--- src/rtl/core_pkg.sv ---
// core_pkg: shared core defaults and the enums used by fetch and decode
package core_pkg;
  localparam int unsigned XLEN_DEFAULT = 32;
  localparam logic [31:0] RESET_VECTOR_DEFAULT = 32'h0000_0000;
  typedef enum logic [2:0] {
    F_BOOT,
    F_REQ,
    F_WAIT,
    F_HOLD,
    F_DROP
  } fetch_state_e;
  typedef enum logic [2:0] {
    OP_ALU,
    OP_ALUI,
    OP_LOAD,
    OP_STORE,
    OP_JCOND,
    OP_JUMP,
    OP_JLL,
    OP_JLRL
  } op_type_e;
  typedef enum logic [1:0] {
    RES_ALU,
    RES_MEM,
    RES_PC4,
    RES_IMM
  } result_src_e;
endpackage

--- src/rtl/fetch_skid_buffer.sv ---
// fetch_skid_buffer: one-entry holding slot for a fetched {instr, pc} pair
module fetch_skid_buffer
  import core_pkg::*;
#(
  parameter int unsigned XLEN = XLEN_DEFAULT
) (
  input  logic            clk,
  input  logic            rst_n,
  input  logic            push_i,
  input  logic            pop_i,
  input  logic            flush_i,
  input  logic [XLEN-1:0] instr_i,
  input  logic [XLEN-1:0] pc_i,
  output logic            full_o,
  output logic [XLEN-1:0] instr_o,
  output logic [XLEN-1:0] pc_o
);
  logic            full_q, full_d;
  logic [XLEN-1:0] instr_q, instr_d, pc_q, pc_d;

  // flush wins, and a push beside a pop refills the entry in place
  always_comb begin
    full_d  = flush_i ? 1'b0 : push_i ? 1'b1 : pop_i ? 1'b0 : full_q;
    instr_d = push_i ? instr_i : instr_q;
    pc_d    = push_i ? pc_i : pc_q;
  end

  // entry register
  always_ff @(posedge clk) begin
    if (!rst_n) begin
      full_q  <= 1'b0;
      instr_q <= '0;
      pc_q    <= '0;
    end else begin
      full_q  <= full_d;
      instr_q <= instr_d;
      pc_q    <= pc_d;
    end
  end

  assign full_o  = full_q;
  assign instr_o = instr_q;
  assign pc_o    = pc_q;
endmodule

--- src/rtl/fetch_unit.sv ---
// fetch_unit: PC sequencing, imem req/gnt/rvalid handshake and one output slot to decode
// Optional FETCH_MISALIGN_CHECK_EN: a misaligned redirect sets misalign_o and parks in HOLD
module fetch_unit
  import core_pkg::*;
#(
  parameter int unsigned     XLEN         = XLEN_DEFAULT,
  parameter logic [XLEN-1:0] RESET_VECTOR = XLEN'(RESET_VECTOR_DEFAULT)
) (
  input  logic            clk,
  input  logic            rst_n,
  input  logic            stall_i,
  input  logic            redirect_i,
  input  logic [XLEN-1:0] redirect_pc_i,
  output logic            imem_req_o,
  output logic [XLEN-1:0] imem_addr_o,
  input  logic            imem_gnt_i,
  input  logic            imem_rvalid_i,
  input  logic [XLEN-1:0] imem_rdata_i,
  output logic            if_valid_o,
  output logic [XLEN-1:0] if_instr_o,
  output logic [XLEN-1:0] if_pc_o,
  output logic [XLEN-1:0] if_pc_plus4_o,
  output logic            misalign_o
);
  fetch_state_e    state_q, state_d;
  logic [XLEN-1:0] pc_q, pc_d, req_pc_q, req_pc_d;
  logic            out_valid_q, out_valid_d;
  logic [XLEN-1:0] out_instr_q, out_instr_d, out_pc_q, out_pc_d;
  logic            misalign_q, misalign_d;
  logic            slot_free, resp;
  logic            skid_push, skid_pop, skid_full, skid_full_nxt;
  logic [XLEN-1:0] skid_instr, skid_pc;
  logic [XLEN-1:0] target;
  logic            bad_target;

`ifdef FETCH_MISALIGN_CHECK_EN
  assign target     = redirect_pc_i;
  assign bad_target = redirect_pc_i[1:0] != 2'b00;
`else
  assign target     = redirect_pc_i & ~XLEN'(3);
  assign bad_target = 1'b0;
`endif

  fetch_skid_buffer #(.XLEN(XLEN)) u_skid (
    .clk    (clk),
    .rst_n  (rst_n),
    .push_i (skid_push),
    .pop_i  (skid_pop),
    .flush_i(redirect_i),
    .instr_i(imem_rdata_i),
    .pc_i   (req_pc_q),
    .full_o (skid_full),
    .instr_o(skid_instr),
    .pc_o   (skid_pc)
  );

  // output slot and skid steering; the skid drains before any new response
  always_comb begin
    slot_free     = !out_valid_q || !stall_i;
    resp          = state_q == F_WAIT && imem_rvalid_i && !redirect_i;
    skid_pop      = slot_free && skid_full && !redirect_i;
    skid_push     = resp && (!slot_free || skid_full);
    skid_full_nxt = !redirect_i && (skid_push || (skid_full && !skid_pop));
    out_valid_d   = !redirect_i && (skid_pop || (resp && slot_free) || (out_valid_q && stall_i));
    out_instr_d   = skid_pop ? skid_instr : (resp && slot_free) ? imem_rdata_i : out_instr_q;
    out_pc_d      = skid_pop ? skid_pc : (resp && slot_free) ? req_pc_q : out_pc_q;
    misalign_d    = misalign_q || (redirect_i && bad_target);
  end

  // next state and PC; redirect beats everything, a trapped misalign pins HOLD
  always_comb begin
    state_d  = state_q;
    pc_d     = pc_q;
    req_pc_d = req_pc_q;
    if (redirect_i) begin
      pc_d    = target;
      state_d = ((state_q == F_REQ && imem_gnt_i) || (state_q == F_WAIT && !imem_rvalid_i)) ? F_DROP : F_REQ;
      if (misalign_q || bad_target) state_d = F_HOLD;
    end else begin
      case (state_q)
        F_BOOT: if (!imem_rvalid_i) state_d = F_REQ;
        F_REQ: begin
          if (imem_gnt_i) begin
            req_pc_d = pc_q;
            pc_d     = pc_q + XLEN'(4);
            state_d  = F_WAIT;
          end
        end
        F_WAIT: if (imem_rvalid_i) state_d = skid_full_nxt ? F_HOLD : F_REQ;
        F_HOLD: if (!skid_full_nxt && !misalign_q) state_d = F_REQ;
        F_DROP: if (imem_rvalid_i) state_d = F_REQ;
        default: state_d = F_BOOT;
      endcase
    end
  end

  // state, PC and output slot registers
  always_ff @(posedge clk) begin
    if (!rst_n) begin
      state_q     <= F_BOOT;
      pc_q        <= RESET_VECTOR;
      req_pc_q    <= RESET_VECTOR;
      out_valid_q <= 1'b0;
      out_instr_q <= '0;
      out_pc_q    <= RESET_VECTOR;
      misalign_q  <= 1'b0;
    end else begin
      state_q     <= state_d;
      pc_q        <= pc_d;
      req_pc_q    <= req_pc_d;
      out_valid_q <= out_valid_d;
      out_instr_q <= out_instr_d;
      out_pc_q    <= out_pc_d;
      misalign_q  <= misalign_d;
    end
  end

  assign imem_req_o    = state_q == F_REQ;
  assign imem_addr_o   = pc_q;
  assign if_valid_o    = out_valid_q;
  assign if_instr_o    = out_instr_q;
  assign if_pc_o       = out_pc_q;
  assign if_pc_plus4_o = out_pc_q + XLEN'(4);
  assign misalign_o    = misalign_q;
endmodule
--- config.mk ---
export PLATFORM = sky130hd
export DESIGN_NAME = fetch_unit
export DESIGN_NICKNAME = d
export VERILOG_FILES = /design/src/rtl/core_pkg.sv /design/src/rtl/fetch_skid_buffer.sv /design/src/rtl/fetch_unit.sv
export SDC_FILE = /design/constraint.sdc
export NUM_CORES = 1
export LEC_CHECK = 0
export CORE_MARGIN = 3
export CORE_UTILIZATION = 40
export DETAILED_ROUTE_END_ITERATION = 7
export DONT_BUFFER_PORTS = 1
export GPL_TIMING_DRIVEN = 0
export PLACE_DENSITY = 0.62
export SLEW_MARGIN = 0
export SYNTH_ARGS = -nofsm -noshare
export SYNTH_HDL_FRONTEND = slang
export SYNTH_SLANG_ARGS = --single-unit
export TNS_END_PERCENT = 50
--- constraint.sdc ---
create_clock -name clk -period 1.7 [get_ports clk]
set_input_delay 0.255 -clock clk [delete_from_list [all_inputs] [get_ports clk]]
set_output_delay 0.255 -clock clk [all_outputs]
set_load 0.02 [all_outputs]
After elaboration in Yosys (flattened, before gate mapping)
Index checks and enable logic that the tools add are counted.
{"block": "word_totals", "register_bits": 197, "in_bits": 70, "word_cells": 76}
{"block": "op_classes", "n_addsub": 2, "n_eq_ne": 9, "muxes": 18, "bitwise": 2, "n_reduce_logical": 35}
{"op": "32-bit two-way mux", "n": 7}
{"op": "32-bit by 3-bit adder with 32-bit output (second input constant)", "n": 2}
{"op": "3-bit two-way mux", "n": 7}
{"op": "3-bit case mux with 5 select lines", "n": 1}
{"op": "1-bit logical AND", "n": 12}
{"op": "3-bit != test (second input constant)", "n": 4}
{"op": "2-bit nonzero test", "n": 4}
{"op": "1-bit logical NOT", "n": 7}
{"op": "3-bit by 2-bit equality test with 1-bit output (second input constant)", "n": 2}
{"op": "1-bit logical OR", "n": 6}
{"op": "5-bit AND reduction", "n": 1}
{"op": "2-bit AND reduction", "n": 2}
{"op": "3-bit by 1-bit equality test with 1-bit output (second input constant)", "n": 1}
{"op": "3-bit equality test (second input constant)", "n": 1}
{"op": "3-bit logical NOT", "n": 1}
{"op": "3-bit by 2-bit != test with 1-bit output (second input constant)", "n": 1}
{"op": "3-bit AND reduction", "n": 1}
{"op": "1-bit two-way mux", "n": 2}
{"op": "2-bit two-way mux", "n": 1}
{"op": "1-bit inverter", "n": 2}
{"op": "2-bit OR reduction", "n": 1}

Longest topological paths before layout
{"block": "logic_depth", "word_depth": 12, "ltp_mapped": 9}

By module
A second synthesis with hierarchy kept.
{"block": "hier_totals", "hier_cells": 1070, "area_unflattened_um2": 8958.6}
{"module": "fetch_unit", "cells_per_inst": 860, "seq_area_each_um2": 2562.5, "instances": 1, "area_per_inst_um2": 6454.9}
{"module": "fetch_skid_buffer", "cells_per_inst": 210, "seq_area_each_um2": 1301.2, "instances": 1, "area_per_inst_um2": 2503.7}

Least setup slack after synthesis
OpenSTA, ideal clock, no wires.
{"block": "synth_path", "path_type": "reg-to-output", "startpoint": "register out_pc_q[4], in the netlist if_pc_o[4]", "endpoint": "output if_pc_plus4_o[31]", "path_slack_ps": -433, "t_arrival_ps": 1878, "path_stages_with_launch": 6, "n_path_buf": 1, "cell_sequence": "dfxtp_1 -> nand4_1 -> or2_2 -> clkbuf_1 -> nor4_1 -> xor2_1"}
{"block": "synth_via", "elab_chain_cells": 1}
{"item": "start: declaration", "line_no": "fetch_unit.sv:28", "text": "logic [XLEN-1:0] out_instr_q, out_instr_d, out_pc_q, out_pc_d;"}
{"item": "start signal: assignment", "line_no": "fetch_unit.sv:113", "text": "out_pc_q <= out_pc_d;"}
{"item": "32-bit by 3-bit adder with 32-bit output", "line_no": "fetch_unit.sv:123", "text": "assign if_pc_plus4_o = out_pc_q + XLEN'(4);"}
{"item": "end: declaration", "line_no": "fetch_unit.sv:22", "text": "output logic [XLEN-1:0] if_pc_plus4_o,"}
Every way passes these cells.

Worst setup path in the final report
{"block": "layout_path", "startpoint": "register out_pc_q[10], in the netlist if_pc_o[10]", "endpoint": "output if_pc_plus4_o[30]"}
The elaborated chain is that of the path after synthesis.

==> results.md <==
- Avg WL per Cell: roughly 19 um
- Top cell type's share of synthesized area: 43.4%
- Worst Hold Class: primary input to flip-flop
- Area contributors post-synth: dfxtp_1, nand2_1, a21oi_1
- GRT Util Overall: 22.9%
- Tmin final: about 2.4 ns
- Power Internal: around 7000 uW
- Gr ovfl total: 0
- Share of layout cells above drive strength 1: ~29%
- Starting Density: 41.1%
- Maxcap violations: 0
- Number of enable flip-flop cells after synthesis: 0
- Setup Crit Path Kind: flip-flop to output port
- Fin cells: about 1500
- Fin util: between 50% and 60%
- Final Max Tran Viols: 0
- DR vias/cell: 5.76
- Crit-path max FO: 6
- Combinational Power Share: between 6 and 7%
- Cell area after synthesis: 8710 um2
- Vias: approximately 8700
- Switching part of the total: approximately 26%
- Number of clock sinks: around 190
- Post-DP Area: between 9000 and 10000 um2
- Leak pwr: 0.00410 uW
- Vias in the first global route: about 8100
- Final Wtd Congestion: about 0.86
- Antenna Nets Post-Route: 0
- Slew HR: between 40% and 50%
- Worst endpoint required time: 1.44 ns
- M1 GR Usage: roughly 31%
- Clock skew: 0.0109 ns
- Prevailing post-synth register cell: dfxtp_1
- CTS tree: yes
- Final setup viols: about 110
- Worst VDD drop: 0.000687 V
- Largest net degree at the start of global routing: 18
- Top-count cell post-synth: nand2_1
- Critical Path End Type: output port
- DIE AREA: 23600 um2
- DRC: 0
- Post-Syn Instances: 1117
- Net Switching: approximately 2400 uW
- Routed WL: 29200 um
- Met3 GRT Util: between 4 and 5%
- Clk Latency, worst-skew pair: roughly 0.43 ns
- Critical Path AT: around 2.1 ns
- Clock Pin Slew Worst Setup and Hold Paths: around 0.07 ns
- Initial antenna violation count: 0
- IO Pins: around 200
- Synth cell count leaders: nand2_1, dfxtp_1, a21oi_1
- Worst-margin pin slew: roughly 0.87 ns
- Area of the core: 21200 um2
- Antenna fix cells: 0
- Final instance area: 12000 um2
- Startpoint types: flip-flop
- Final TNS setup: -15.83 ns
- Root Buffer: clkbuf_16
- Post-synth top area cell: dfxtp_1
- DPL Wire Length: 19900 um
- Yosys warns: 0
- Global-route wire length before repair: between 40000 and 50000 um
- Final period util: 139%
- Asr flop ratio synth: 0%
- Mapped Avg Cell Area: slightly below 8 um2
- Dpl cells: about 1400
- Hold Vio Cnt, Final: 0
- TritonCTS buffer count: 17
- Max Clk Rate: between 400 and 500 MHz
- Total Nets Final: 1300
- Failing checks: negative setup slack
- Fin worst setup slack: -0.665 ns
- Power Density: slightly below 800 nW/um2
- Clk network pwr share: 43.5%
- Seq/Total Area, Yosys: 43.4%
- Initial DRC count: 602
- Port Buffer Count: 0
- Outcome: finished, violations left
- GRT met2 Usage: around 37%
- Die Wd: 154 um
- Die extent in y: between 150 and 200 um
- GRT busiest layer: met2
- CTS H-tree depth: 4
- DRT Pass-1 Iters: 7
- Layout area overhead: 37.7%
- Yosys cell types: 52
- Flop pwr share: between 40% and 50%
- Bufs on Longest Clock Path: 2
- Hold_ws: roughly 0.0053 ns
- Synthesized flop and latch total: about 190
- Row count: between 50 and 60
- RSZ-0062 raised after global routing: yes
## critical path, cell delays in order (launching register included)
cell,delay (ns)
dfxtp_4,0.44
and4_4,0.25
nand4_1,0.18
buf_4,0.23
nor4_4,0.29
xor2_2,0.29
## sequential cells by signal (all words and copies together) (netlist names)
register	count
if_pc_o	30
u_skid.instr_o	32
if_instr_o	32
u_skid.full_o	1
u_skid.pc_o	30
state_q	3
if_valid_o	1
imem_addr_o	30
req_pc_q	30
## cells in the final DEF (no fill, tap or decap), types with 7 or more instances in the layout
master | synthesis | routed
or4_1 | 9 | 7
nor2_1 | 16 | 11
conb_1 | 1 | 7
dfxtp_1 | 189 | 133
o31ai_1 | 7 | 7
buf_4 | 9 | 47
nand4_1 | 22 | 22
buf_8 | 0 | 16
dlygate4sd3_1 | 0 | 35
clkbuf_16 | 0 | 25
a311oi_2 | 0 | 29
clkbuf_2 | 0 | 22
nand2_1 | 272 | 255
buf_6 | 8 | 22
a21oi_2 | 0 | 19
xnor2_2 | 0 | 11
or3_1 | 8 | 8
nand3_1 | 84 | 77
o21ai_0 | 32 | 32
nand2_4 | 0 | 8
nand2_2 | 0 | 8
xor2_2 | 0 | 13
a31oi_1 | 15 | 15
dfxtp_4 | 0 | 40
clkbuf_1 | 72 | 33
a311oi_1 | 66 | 37
inv_1 | 9 | 9
dfxtp_2 | 0 | 16
a21oi_1 | 166 | 146
## area by class of cell
class,count,area [um2]
tap,275,344
multi-input combinational,817,5290
timing repair buffer,92,1040
inverter,10,37.5
clock buffer,19,443
buffer,101,737
clock inverter,13,153
sequential,189,3950
fill,1922,9230
## through the flow
stage	worst slack (ns)	total power [uW]
final	-0.665	9410
after global routing	-0.728	9700
after CTS	-0.682	9380
after detailed placement	-0.606	5240
after global placement	-0.595	5230
after floorplan	-0.164	5080
## final timing paths
check	startpoint	end	slack, ns	cells past startpoint
max	if_pc_o[10]$_SDFFE_PN0P_	if_pc_plus4_o[30]	-0.67	5
min	redirect_pc_i[5]	imem_addr_o[5]$_SDFFE_PN0P_	0.005	2
max reg2reg	state_q[2]$_SDFFE_PN0P_	imem_addr_o[24]$_SDFFE_PN0P_	-0.09	6
min reg2reg	u_skid.instr_o[30]$_SDFFE_PN0P_	u_skid.instr_o[30]$_SDFFE_PN0P_	0.46	2
## metal layers
layer  up-vias  share of wire, %
met5         -                 0
met2       315                48
li1       4204                 -
met3        40               6.5
met4         0               1.4
met1      4174                44
## cells by family (layout without fill, tap and decap cells)
family	after synthesis	in the layout	share of synthesized area, %
AO/OA/AOI/OAI	301	301	21.1
other	1	7	0.0430
adder cells (fa/ha/maj)	3	3	0.402
XOR/XNOR	38	38	3.82
AND/OR/NAND/NOR	467	467	24.8
multiplexers	1	1	0.115
flip-flops	189	189	43.4
buffers and inverters	117	235	6.36
## power by group through the flow
stage | sequential, uW | combinational, uW | clock (uW)
4_1_cts | 4690 | 563 | 4120
2_1_floorplan | 4740 | 336 | 0
3_5_place_dp | 4810 | 434 | 0
6_report | 4700 | 616 | 4090
5_1_grt | 4710 | 675 | 4310
3_3_place_gp | 4800 | 429 | 0
## timing repair
item | 4_1_cts | 5_1_grt
pin swaps | 25 | 79
endpoints found under the setup margin | 210 | 205
setup buffers | 35 | 12
gates cloned | 2 | 8
hold buffers | 35 | 0
gates resized for setup | 181 | 151
endpoints found under the hold margin | 66 | 0
Power figures use the tool's default switching activity.
